## src/rtl/caja_musical_pkg.sv

```systemverilog
// Note codes, tone half-period table and the 32-slot song ROM for the music box.
package caja_musical_pkg;
  localparam int CODE_W = 4;
  localparam int IDX_W  = 5;
  localparam int TONE_W = 15;

  localparam logic [CODE_W-1:0] N_REST = 4'd0;
  localparam logic [CODE_W-1:0] N_C4   = 4'd1;
  localparam logic [CODE_W-1:0] N_D4   = 4'd3;
  localparam logic [CODE_W-1:0] N_E4   = 4'd5;
  localparam logic [CODE_W-1:0] N_F4   = 4'd6;
  localparam logic [CODE_W-1:0] N_G4   = 4'd8;
  localparam logic [CODE_W-1:0] N_A4   = 4'd10;

  // Half period in 12 MHz cycles, round(6e6/f); rest gets a harmless nonzero value.
  function automatic logic [TONE_W-1:0] hp_of(input logic [CODE_W-1:0] code);
    case (code)
      4'd1:    hp_of = 15'd22933;
      4'd2:    hp_of = 15'd21646;
      4'd3:    hp_of = 15'd20431;
      4'd4:    hp_of = 15'd19285;
      4'd5:    hp_of = 15'd18202;
      4'd6:    hp_of = 15'd17181;
      4'd7:    hp_of = 15'd16216;
      4'd8:    hp_of = 15'd15306;
      4'd9:    hp_of = 15'd14447;
      4'd10:   hp_of = 15'd13636;
      4'd11:   hp_of = 15'd12871;
      4'd12:   hp_of = 15'd12149;
      4'd13:   hp_of = 15'd11467;
      4'd14:   hp_of = 15'd10216;
      4'd15:   hp_of = 15'd9101;
      default: hp_of = 15'd1;
    endcase
  endfunction

  function automatic logic [CODE_W-1:0] song_code(input logic [IDX_W-1:0] i);
    case (i)
      5'd0, 5'd1, 5'd14:                           song_code = N_C4;
      5'd2, 5'd3, 5'd6, 5'd16, 5'd17, 5'd24, 5'd25: song_code = N_G4;
      5'd4, 5'd5:                                  song_code = N_A4;
      5'd8, 5'd9, 5'd18, 5'd19, 5'd26, 5'd27:      song_code = N_F4;
      5'd10, 5'd11, 5'd20, 5'd21, 5'd28, 5'd29:    song_code = N_E4;
      5'd12, 5'd13, 5'd22, 5'd30:                  song_code = N_D4;
      default:                                     song_code = N_REST;
    endcase
  endfunction
endpackage

```

## src/rtl/caja_tone_gen.sv

```systemverilog
// Square-wave generator; enable means "the coming cycle sounds", so the
// registered tone is already low on the first silent cycle.
module caja_tone_gen
  import caja_musical_pkg::*;
(
  input  logic              clk,
  input  logic              rst,
  input  logic              enable,
  input  logic [TONE_W-1:0] half_period,
  output logic              tone
);
  logic [TONE_W-1:0] cnt;
  logic              on;

  // 'on' marks the current cycle as sounding; a silent->sounding step restarts at phase 0.
  always_ff @(posedge clk) begin
    if (rst || !enable || !on) begin
      cnt  <= '0;
      tone <= 1'b0;
      on   <= enable;
    end else if (cnt == half_period - TONE_W'(1)) begin
      cnt  <= '0;
      tone <= ~tone;
    end else begin
      cnt  <= cnt + TONE_W'(1);
    end
  end
endmodule

```

## src/rtl/caja_musical.sv

```systemverilog
// Free-running music box: steps through the song ROM one slot at a time and
// drives a phase-aligned square wave with a short silence closing every slot.
module caja_musical
  import caja_musical_pkg::*;
#(
  parameter int NOTE_TICKS = 3_000_000,
  parameter int GAP_TICKS  = 120_000
) (
  input  logic clk,
  input  logic rst,
  output logic speaker
);
  localparam int              SW        = (NOTE_TICKS > 1) ? $clog2(NOTE_TICKS) : 1;
  localparam logic [SW-1:0]   LAST      = SW'(NOTE_TICKS - 1);
  localparam logic [31:0]     SOUND_END = 32'(NOTE_TICKS - GAP_TICKS);

  logic [SW-1:0]     slot_cnt, slot_nxt;
  logic [IDX_W-1:0]  note_idx, idx_nxt;
  logic [CODE_W-1:0] code_nxt;
  logic              en_nxt;

  // Next-cycle state drives the tone generator so its registered output is never a cycle late.
  always_comb begin
    slot_nxt = slot_cnt + SW'(1);
    idx_nxt  = note_idx;
    if (rst) begin
      slot_nxt = '0;
      idx_nxt  = '0;
    end else if (slot_cnt == LAST) begin
      slot_nxt = '0;
      idx_nxt  = note_idx + IDX_W'(1);
    end
    code_nxt = song_code(idx_nxt);
    en_nxt   = (code_nxt != N_REST) && (32'(slot_nxt) < SOUND_END);
  end

  always_ff @(posedge clk) begin
    if (rst) begin
      slot_cnt <= '0;
      note_idx <= '0;
    end else begin
      slot_cnt <= slot_nxt;
      note_idx <= idx_nxt;
    end
  end

  caja_tone_gen u_tone (
    .clk        (clk),
    .rst        (rst),
    .enable     (en_nxt),
    .half_period(hp_of(code_nxt)),
    .tone       (speaker)
  );
endmodule

```

## config.mk

```make
export PLATFORM = sky130hd
export DESIGN_NAME = caja_musical
export DESIGN_NICKNAME = d
export VERILOG_FILES = /design/src/rtl/caja_musical_pkg.sv /design/src/rtl/caja_tone_gen.sv /design/src/rtl/caja_musical.sv
export SDC_FILE = /design/constraint.sdc
export NUM_CORES = 1
export LEC_CHECK = 0
export ABC_AREA = 1
export BUFFER_PORTS_ARGS = -buffer_cell sky130_fd_sc_hd__buf_2
export CORE_UTILIZATION = 55
export CTS_CLUSTER_DIAMETER = 30
export DETAILED_ROUTE_END_ITERATION = 7
export PLACE_DENSITY = 0.73
export SETUP_SLACK_MARGIN = 0.3
export SLEW_MARGIN = 25
export SYNTH_ARGS = -nofsm -noshare
export SYNTH_HDL_FRONTEND = slang
export SYNTH_SLANG_ARGS = --single-unit
```

## constraint.sdc

```tcl
create_clock -name clk -period 6.8 [get_ports clk]
set_input_delay 0.34 -clock clk [delete_from_list [all_inputs] [get_ports clk]]
set_output_delay 0.34 -clock clk [all_outputs]
set_load 0.02 [all_outputs]
```

* Word-level counts from Yosys, hierarchy flattened *
Memory sizes are Yosys's and may differ from the RTL's.
Cells that the tools add are included.

storage, ports and cells
  register bits after elaboration = 44
  bits in read-only memories = 368
  memories = 2

operators by class
  add/subtract/negate cells = 4
  order comparisons = 1
  equal/unequal tests = 2
  muxes and demuxes = 4
  bitwise operators = 1
  reductions and logical operators = 7

memory list
  name              words  width  read ports  clocked after Yosys merged registers in  wr ports  RTL line                RTL
  (name not given)  16     15     1           0                                        0         caja_musical_pkg.sv:17  case (code)
  (name not given)  32     4      1           0                                        0         caja_musical_pkg.sv:38  case (i)

operators by type and width
  operator                                            number
  2-to-1 mux 22 bit                                   2
  adder 22 x 1 -> 22 bit, second input constant       1
  equality test 22 bit, second input constant         1
  < comparator 22 bit, second input constant          1
  adder 15 x 1 -> 15 bit, second input constant       1
  equality test 15 bit                                1
  subtractor 15 x 1 -> 15 bit, second input constant  1
  2-to-1 mux 5 bit                                    2
  adder 5 x 1 -> 5 bit, second input constant         1
  nonzero test 4 bit                                  1
  zero test 1 bit                                     2
  logical OR 1 bit                                    2
  OR reduction 2 bit                                  1
  logical AND 1 bit                                   1
  inverter 1 bit                                      1

* Depth between registers and ports, before layout *
Gate-level depths: netlist of run 1.
An unclocked memory read counts as a cell.

  word-level depth = 10
  mapped depth = 36
  depth with buffers taken out = 35

* Cells and area by module *
Synthesis of run 1 repeated with hierarchy kept, for this count alone.

second synthesis, totals
  cells, all modules = 583
  area total of the unflattened synthesis = 3584.7 um^2

modules (own cells, without submodules)
  module         instances  cells each  area each (um^2)
  caja_musical   1          359         2223.4
  caja_tone_gen  1          224         1361.3

* Worst setup path before layout of run 1 *
Ideal clock, no wire load.

  path type = reg2reg
  start = register slot_cnt[0]
  end = register u_tone.cnt[2]
  library setup time = 0.117 ns
  data arrival time = 3.663 ns
  required time = 6.683 ns
  slack = 3.020 ns
  cell stages (with the launch flop) = 33
  path buffers = 1
  clock period less this slack = 3.780 ns
  path through = dfxtp_1 -> ha_1 -> nand2_1 -> inv_2 -> nand2_1 -> nor2_2 -> nand3_4 -> nand2_1 -> nand3_2 -> ha_1 -> a21oi_1 -> nand2_1 -> nand2_2 -> inv_1 -> ha_1 -> nand2_1 -> o21ai_1 -> nand2_1 -> nand2_1 -> inv_1 -> ha_1 -> nand3_2 -> nor2_4 -> nand3_4 -> nand2_1 -> nand2_1 -> nand2_1 -> nand2_1 -> nor2_2 -> nand3_2 -> nand3_2 -> buf_8 -> nor2_2

between the ends
  longest elaborated chain between the ends = 10
  elaborated cells between the ends (all ways) = 17
  those cells by class = 2 x add/sub; 1 x order compare; 2 x eq/ne; 4 x mux; 6 x reduce/logical; 2 x memory

ends and longest elaborated chain
  element                                                                            RTL line             RTL
  start: declaration                                                                 caja_musical.sv:17   logic [SW-1:0] slot_cnt, slot_nxt;
  start signal: assignment                                                           caja_musical.sv:42   slot_cnt <= slot_nxt;
  parallel branches: the longest is 9 deep, another holds memory read (16 x 15 bit)  -
  OR reduction 2 bit (no source line) (*)                                            -
  end signal: assignment                                                             caja_tone_gen.sv:25  cnt <= cnt + TONE_W'(1);
  end: declaration                                                                   caja_tone_gen.sv:12  logic [TONE_W-1:0] cnt;

Every way passes the cells marked *.
A chain may end at the register's enable or synchronous reset.

* Worst setup path in the final report of run 1 *
  start = register slot_cnt[0]
  end = register u_tone.cnt[6]

The elaborated chain is that of the path after synthesis.

==> results of run 1 <==
[area by class of cell]
type,instances,area [sq um],area share [%]
Multi-Input combinational cell,371,2060,59.8
Sequential cell,44,891,25.9
Inverter,81,304,8.83
Clock buffer,8,90.1,2.62
Tap cell,72,90.1,2.62
Timing Repair Buffer,2,10.0,0.291
[kinds of logic (layout without fill, tap and decap cells)]
| group | after synthesis | after routing | share of synthesized area (%) |
|---|---|---|---|
| XOR/XNOR | 34 | 34 | 9.01 |
| AND/OR/NAND/NOR | 291 | 291 | 42.7 |
| adder cells (fa/ha/maj) | 14 | 14 | 5.30 |
| flip-flops | 44 | 44 | 27.0 |
| AO/OA/AOI/OAI | 32 | 32 | 5.26 |
| buffers and inverters | 86 | 91 | 10.8 |
[power by group]
part	switching, uW	internal [uW]
clock network	86.3	83.0
logic	9.68	4.88
registers	3.20	261
[how the worst max path moves through the flow]
stage / cells past startpoint / to
6_report: 29 / u_tone.cnt[6]$_SDFF_PP0_
5_1_grt: 32 / u_tone.cnt[5]$_SDFF_PP0_
4_1_cts: 29 / u_tone.cnt[6]$_SDFF_PP0_
3_5_place_dp: 31 / u_tone.cnt[6]$_SDFF_PP0_
3_3_place_gp: 26 / u_tone.cnt[5]$_SDFF_PP0_
2_1_floorplan: 32 / u_tone.cnt[2]$_SDFF_PP0_
[worst register-to-register path: cells and delay by family, from the launching register on]
family          cells  cell delay [ns]
fa+ha+maj           4             0.85
buf+inv             2             0.20
flops               1             0.36
simple gates       20             2.46
compound gates      3             0.41
[per-layer routing]
layer  part of all wire [%]  vias up
met5                      0        -
met4                    1.1        0
met3                    3.9        6
met2                     41       39
met1                     54     1295
li1                       -     1572
[synthesized netlist by cell type (all sizes together)]
library cell / number / share of area, %
edfxtp: 1 / 0.91
nand3: 56 / 11
or2: 1 / 0.19
xor2: 27 / 7.2
a21boi: 1 / 0.34
clkbuf: 1 / 0.11
buf: 4 / 1.5
clkinv: 1 / 0.11
nand4: 11 / 2.1
inv: 80 / 9.1
nand2: 126 / 15
a21oi: 13 / 2.0
o211ai: 1 / 0.23
nor2: 84 / 12
ha: 14 / 5.3
o21ai: 15 / 2.3
o21bai: 1 / 0.23
nor3: 10 / 1.7
nand3b: 2 / 0.45
o21a: 1 / 0.23
nor4: 1 / 0.19
xnor2: 7 / 1.9
dfxtp: 43 / 26
[flip-flops by register name, indices dropped and copies added, names as in the netlist]
signal	flops
slot_cnt	22
u_tone.on	1
u_tone.tone	1
u_tone.cnt	15
note_idx	5
[metrics by stage]
stage | hold WS (ns) | power (uW) | utilization (%) | instances
6_report | 0.315 | 448 | 61.0 | 578
5_1_grt | 0.312 | 466 | 61.0 | 578
4_1_cts | 0.307 | 454 | 61.0 | 578
3_5_place_dp | 0.467 | 285 | 59.4 | 570
3_3_place_gp | 0.430 | 285 | 59.4 | 570
2_1_floorplan | 0.412 | 282 | - | 501
==> flow_summary.toml, run 1 <==
[timing]
timing.final.ws_setup_ns = 2.37
maxSlewViolCount = 0
setup_tns_ns = 0
max_freq_ghz = 0.226
timing.slew.headroom_pct = 63.6
rsz0062_at_grt = "false"
hold_viol = 0
setup_viol = 0
post-route-period-util_pct = 65.1
worst_slew_pin_slew_ns = 0.545
fin_crit_ns = 4.43
fin_worst_skew_ns = 0.00557

[setup_path]
crit_arrival_ns = 4.60
path_buf_inv = 2
crit_required_ns = 6.97
cpMaxStageDelayCell = "dfxtp_1"
crit_path_frequent_cell = "nand2_1"
critPathTopFamily = "simple AND/OR/NAND/NOR gates"
reg2regPathDepth = 29
slowest_delay_ns = 0.36
end_kind = "flop"
crit_start = "slot_cnt[0]$_SDFF_PP0_"
path_max_fanout = 15
start_kind = "flop"
r2r_end = "u_tone.cnt[6]$_SDFF_PP0_"
path_class = "reg -> reg"
r2r-start = "slot_cnt[0]$_SDFF_PP0_"
r2r_slack_ns = 2.37

[die]
die_area_sq_um = 6320
start_util_pct = 58.6
die-width_um = 79.5
die_h_um = 79.5
io_pins = 3
core_area_sq_um = 5640
rows = 27

[routing]
detail_route.drc_violations = 0
ant_nets = 0
via_per_inst = 5.04
wirelength_um = 6540
routedWlPerCell_um = 11.3
vias = 2912
dr.pass1.iters = 4
drt_iter0_drc = 169

[place]
dp_hpwl_um = 5200
dpl-instance-area_sq_um = 3350
gp_congestion = 0.944
io_buffers = 2
post-place-ws_ns = 2.45

[finish]
layout_common_cells = "nand2_1, inv_1, nor2_1, nand3_1, dfxtp_1"
nets = 521
drive_gt1_share_pct = 15.4
finalInstanceArea_sq_um = 3440
final_common_cell = "nand2_1"
diodes = 0
num-fill-cells = 524
syn2layout_area_growth_pct = 4.17

[grt]
grt_pass1_vias = 2646
met2_usage_pct = 33.8
grt_overflow_total = 0
grt_usage_pct = 23.2
grt_pass1_wl_um = 11600
grt_max_degree = 16
use_met1_pct = 34.0
grt_use_met3_pct = 3.54
antenna_found_initial = 0
grt.busiest_layer = "met1"

[clock_tree]
cts_root_buf = "clkbuf_8"
cts_buffers = 5
cts_hold_buf = 0
cts.path.max_buffers = 2
cts_tree = "built"
h-tree-depth = 2
path_clk_slew_ns = 0.08
insertion_delay_ns = 0.29
post_cts_resized = 0
clkSinkCount = 44
postCtsSetupBuffers = 0

[synth]
yosys_warnings = 0
avgSynthCellArea_sq_um = 6.60
netlist_instances = 501
synth_seq_cells = 44
ys_types = 33
syn_nets = 517
syn_area_sq_um = 3300
ys_seq_area_share_pct = 27.0

[hold_path]
holdPathStages = 2
hold_start = "rst"
hold_path_end = "slot_cnt[12]$_SDFF_PP0_"
min_path_type = "in -> reg"

[pwr]
power_density_nw_per_um2 = 130
max-vdd-ir-drop_mv = 0.101
power_leakage_uw = 0.00140

[outcome]
status = "complete, no violations"

[flow_run]
maxCapViolations = 0
No activity file was read; power rests on OpenSTA's default activity.
==> run 2, diff against run 1 <==
Settings changed: ABC_AREA 1 to 0.
Clock period 6.8 ns to 4.4 ns, I/O delays scaled along.
==> run 2 against run 1 <==
  * The run now ends with negative setup slack left
  * Sequential cell count is the same
  * Clock-buffer cell count shrank 3
  * Maximum frequency shrank 11%
  * Clock power grew 47%
  * Global-route usage grew 6.5 points
  * First-iteration DRC count grew 73%
  * Sequential power grew 56%
  * Critical endpoint is now u_tone.cnt[13]$_SDFF_PP0_
  * Largest power group unchanged
==> flow_summary.toml, run 2 <==
[synth]
synth_common_cells = "nor2_1, dfxtp_1, nand2_1, xor2_1, a21oi_1"
avgSynthCellArea_sq_um = 7.83
synth_seq_cells = 44
synth_async_sr_flop_share_pct = 0
synth_edf_count = 1
syn_nets = 455
synth_top_area_cell = "dfxtp_1"
yosysMostFrequentCell = "nor2_1"
ys_types = 75
yosys_warnings = 0
ys_dominant_reg_cell = "dfxtp_1"
syn_area_sq_um = 3440
yosys.area.top_type_share_pct = 25.0
synth.area.top_cells = "dfxtp_1, xor2_1, nor2_1"
netlist_instances = 439
ys_seq_area_share_pct = 25.9

[clock_tree]
cts_root_buf = "clkbuf_8"
cts_hold_buf = 0
cts_tree = "built"
path_clk_slew_ns = 0.09
cts.path.max_buffers = 2
insertion_delay_ns = 0.30
clkSinkCount = 44
cts_buffers = 5
h-tree-depth = 2

[timing]
rsz0062_at_grt = "true"
hold_viol = 0
timing.slew.headroom_pct = 50.0
post-route-period-util_pct = 113
maxSlewViolCount = 0
fin_worst_skew_ns = 0.00570
worst_slew_pin_slew_ns = 0.743
setup_tns_ns = -8.55
setup_viol = 16
timing.final.ws_setup_ns = -0.551
fin_crit_ns = 4.95
max_freq_ghz = 0.202

[setup_path]
path_buf_inv = 5
slowest_delay_ns = 0.34
crit_path_frequent_cell = "nor2_2"
crit_required_ns = 4.59
path_max_fanout = 7
path_class = "reg -> reg"
cpMaxStageDelayCell = "dfxtp_2"
end_kind = "flop"
critPathTopFamily = "compound AO/OA/AOI/OAI gates"
crit_arrival_ns = 5.14
start_kind = "flop"

[finish]
largest_register_ffs = 22
nets = 544
finalInstanceArea_sq_um = 4580
diodes = 0
drive_gt1_share_pct = 34.5
reg_top3 = "slot_cnt: 22 flops, u_tone.cnt: 15 flops, note_idx: 5 flops"
postLayoutCoreUtil_pct = 76.4
num-fill-cells = 396
syn2layout_area_growth_pct = 33.0
layout_common_cells = "buf_4, nor2_1, dfxtp_1, nand2_1, xor2_1"
regMostFlops = "slot_cnt"
final_common_cell = "buf_4"

[routing]
ant_nets = 0
detail_route.drc_violations = 0
vias = 3697
drt_iter0_drc = 293
routedWlPerCell_um = 16.6
via_per_inst = 6.13
wirelength_um = 10000
dr.pass1.iters = 5

[grt]
grt_usage_pct = 29.7
grt_pass1_wl_um = 15000
grt_max_degree = 18
grt_overflow_total = 0
antenna_found_initial = 0
grt_pass1_vias = 3249

[place]
gp_congestion = 0.901
dpl-instance-area_sq_um = 4110
dp_hpwl_um = 6690
io_buffers = 2
post-place-ws_ns = -0.466

[pwr]
max-vdd-ir-drop_mv = 0.154
netSwitchingFraction_pct = 24.0
comb_power_share_pct = 6.1
switchingPower_uw = 168
p_seq_share_pct = 58.6
power_leakage_uw = 0.00190
power_density_nw_per_um2 = 153
power_frac_clock_pct = 35.3
p_int_uw = 534

[outcome]
status = "complete, but fails checks"
violations = "negative setup slack"

[die]
die_h_um = 81.1
die-width_um = 81.1
rows = 28
start_util_pct = 57.4
io_pins = 3
core_area_sq_um = 5990
die_area_sq_um = 6570

[flow_run]
maxCapViolations = 0

[hold_path]
min_path_type = "in -> reg"
run 2: cell count changes after synthesis, sizes merged, moves of 12 or more:
cell	change
xnor2	+13
nor2	-12
inv	-67
a21oi	+14
nand2	-90
nand3	-31
run 2: final cells by class:
class / count / area [sq um] / share of cell area (%)
multi-input cells: 364 / 2650 / 58.0
inverters: 13 / 48.8 / 1.07
clock buffers: 5 / 68.8 / 1.50
clock inverters: 2 / 11.3 / 0.246
flip-flops and latches: 44 / 897 / 19.6
repair buffers: 100 / 802 / 17.5
well taps: 75 / 93.8 / 2.05
run 2: power groups by stage:
| stage | sequential (uW) | clock (uW) | combinational [uW] |
|---|---|---|---|
| finish | 411 | 248 | 43.1 |
| global route | 412 | 271 | 46.9 |
| CTS | 410 | 252 | 40.8 |
| detailed placement | 420 | 0 | 32.9 |
| global placement | 419 | 0 | 31.1 |
| floorplan | 419 | 0 | 22.7 |
run 2: path summary, 6_finish.rpt:
path	startpoint	end	slack (ns)	depth (start not counted)
setup reg to reg	slot_cnt[6]$_SDFF_PP0_	u_tone.cnt[13]$_SDFF_PP0_	-0.55	28
hold reg to reg	u_tone.cnt[0]$_SDFF_PP0_	u_tone.cnt[0]$_SDFF_PP0_	0.52	1
hold / removal	rst	slot_cnt[20]$_SDFF_PP0_	0.30	2
setup / recovery	slot_cnt[6]$_SDFF_PP0_	u_tone.cnt[13]$_SDFF_PP0_	-0.55	28
run 2: through the flow:
step	hold WS (ns)	power, uW	std cells
6_report	0.297	702	603
3_5_place_dp	0.496	452	577
3_3_place_gp	0.484	450	577
2_1_floorplan	0.433	442	439
4_1_cts	0.279	703	597
5_1_grt	0.310	730	603
run 2: routing by layer:
layer  global-route usage, %  vias up  routed length (um)
met5                       0        -                   0
met4                    8.93        0                 279
met3                    4.27       47                 635
met2                    49.1      189                4690
met1                    39.7     1726                4420
li1                        -     1735                   -
run 2: cells by family (layout without fill, tap and decap cells):
kind of cell	after synthesis	after routing	synth area share (%)
buffers and inverters	31	120	4.18
DFF	44	44	25.9
AOI/OAI and AO/OA	90	90	18.2
adders and majority gates	14	14	5.09
and+or+nand+nor	200	200	30.7
muxes	9	9	2.87
xor gates and xnor gates	51	51	13.0
run 2: repair_timing:
item	in CTS	in global routing
setup endpoints to repair	16	16
pin swaps	24	19
endpoints found under the hold margin	0	0
gates resized for setup	25	22
gates cloned	1	0
setup buffers	12	6
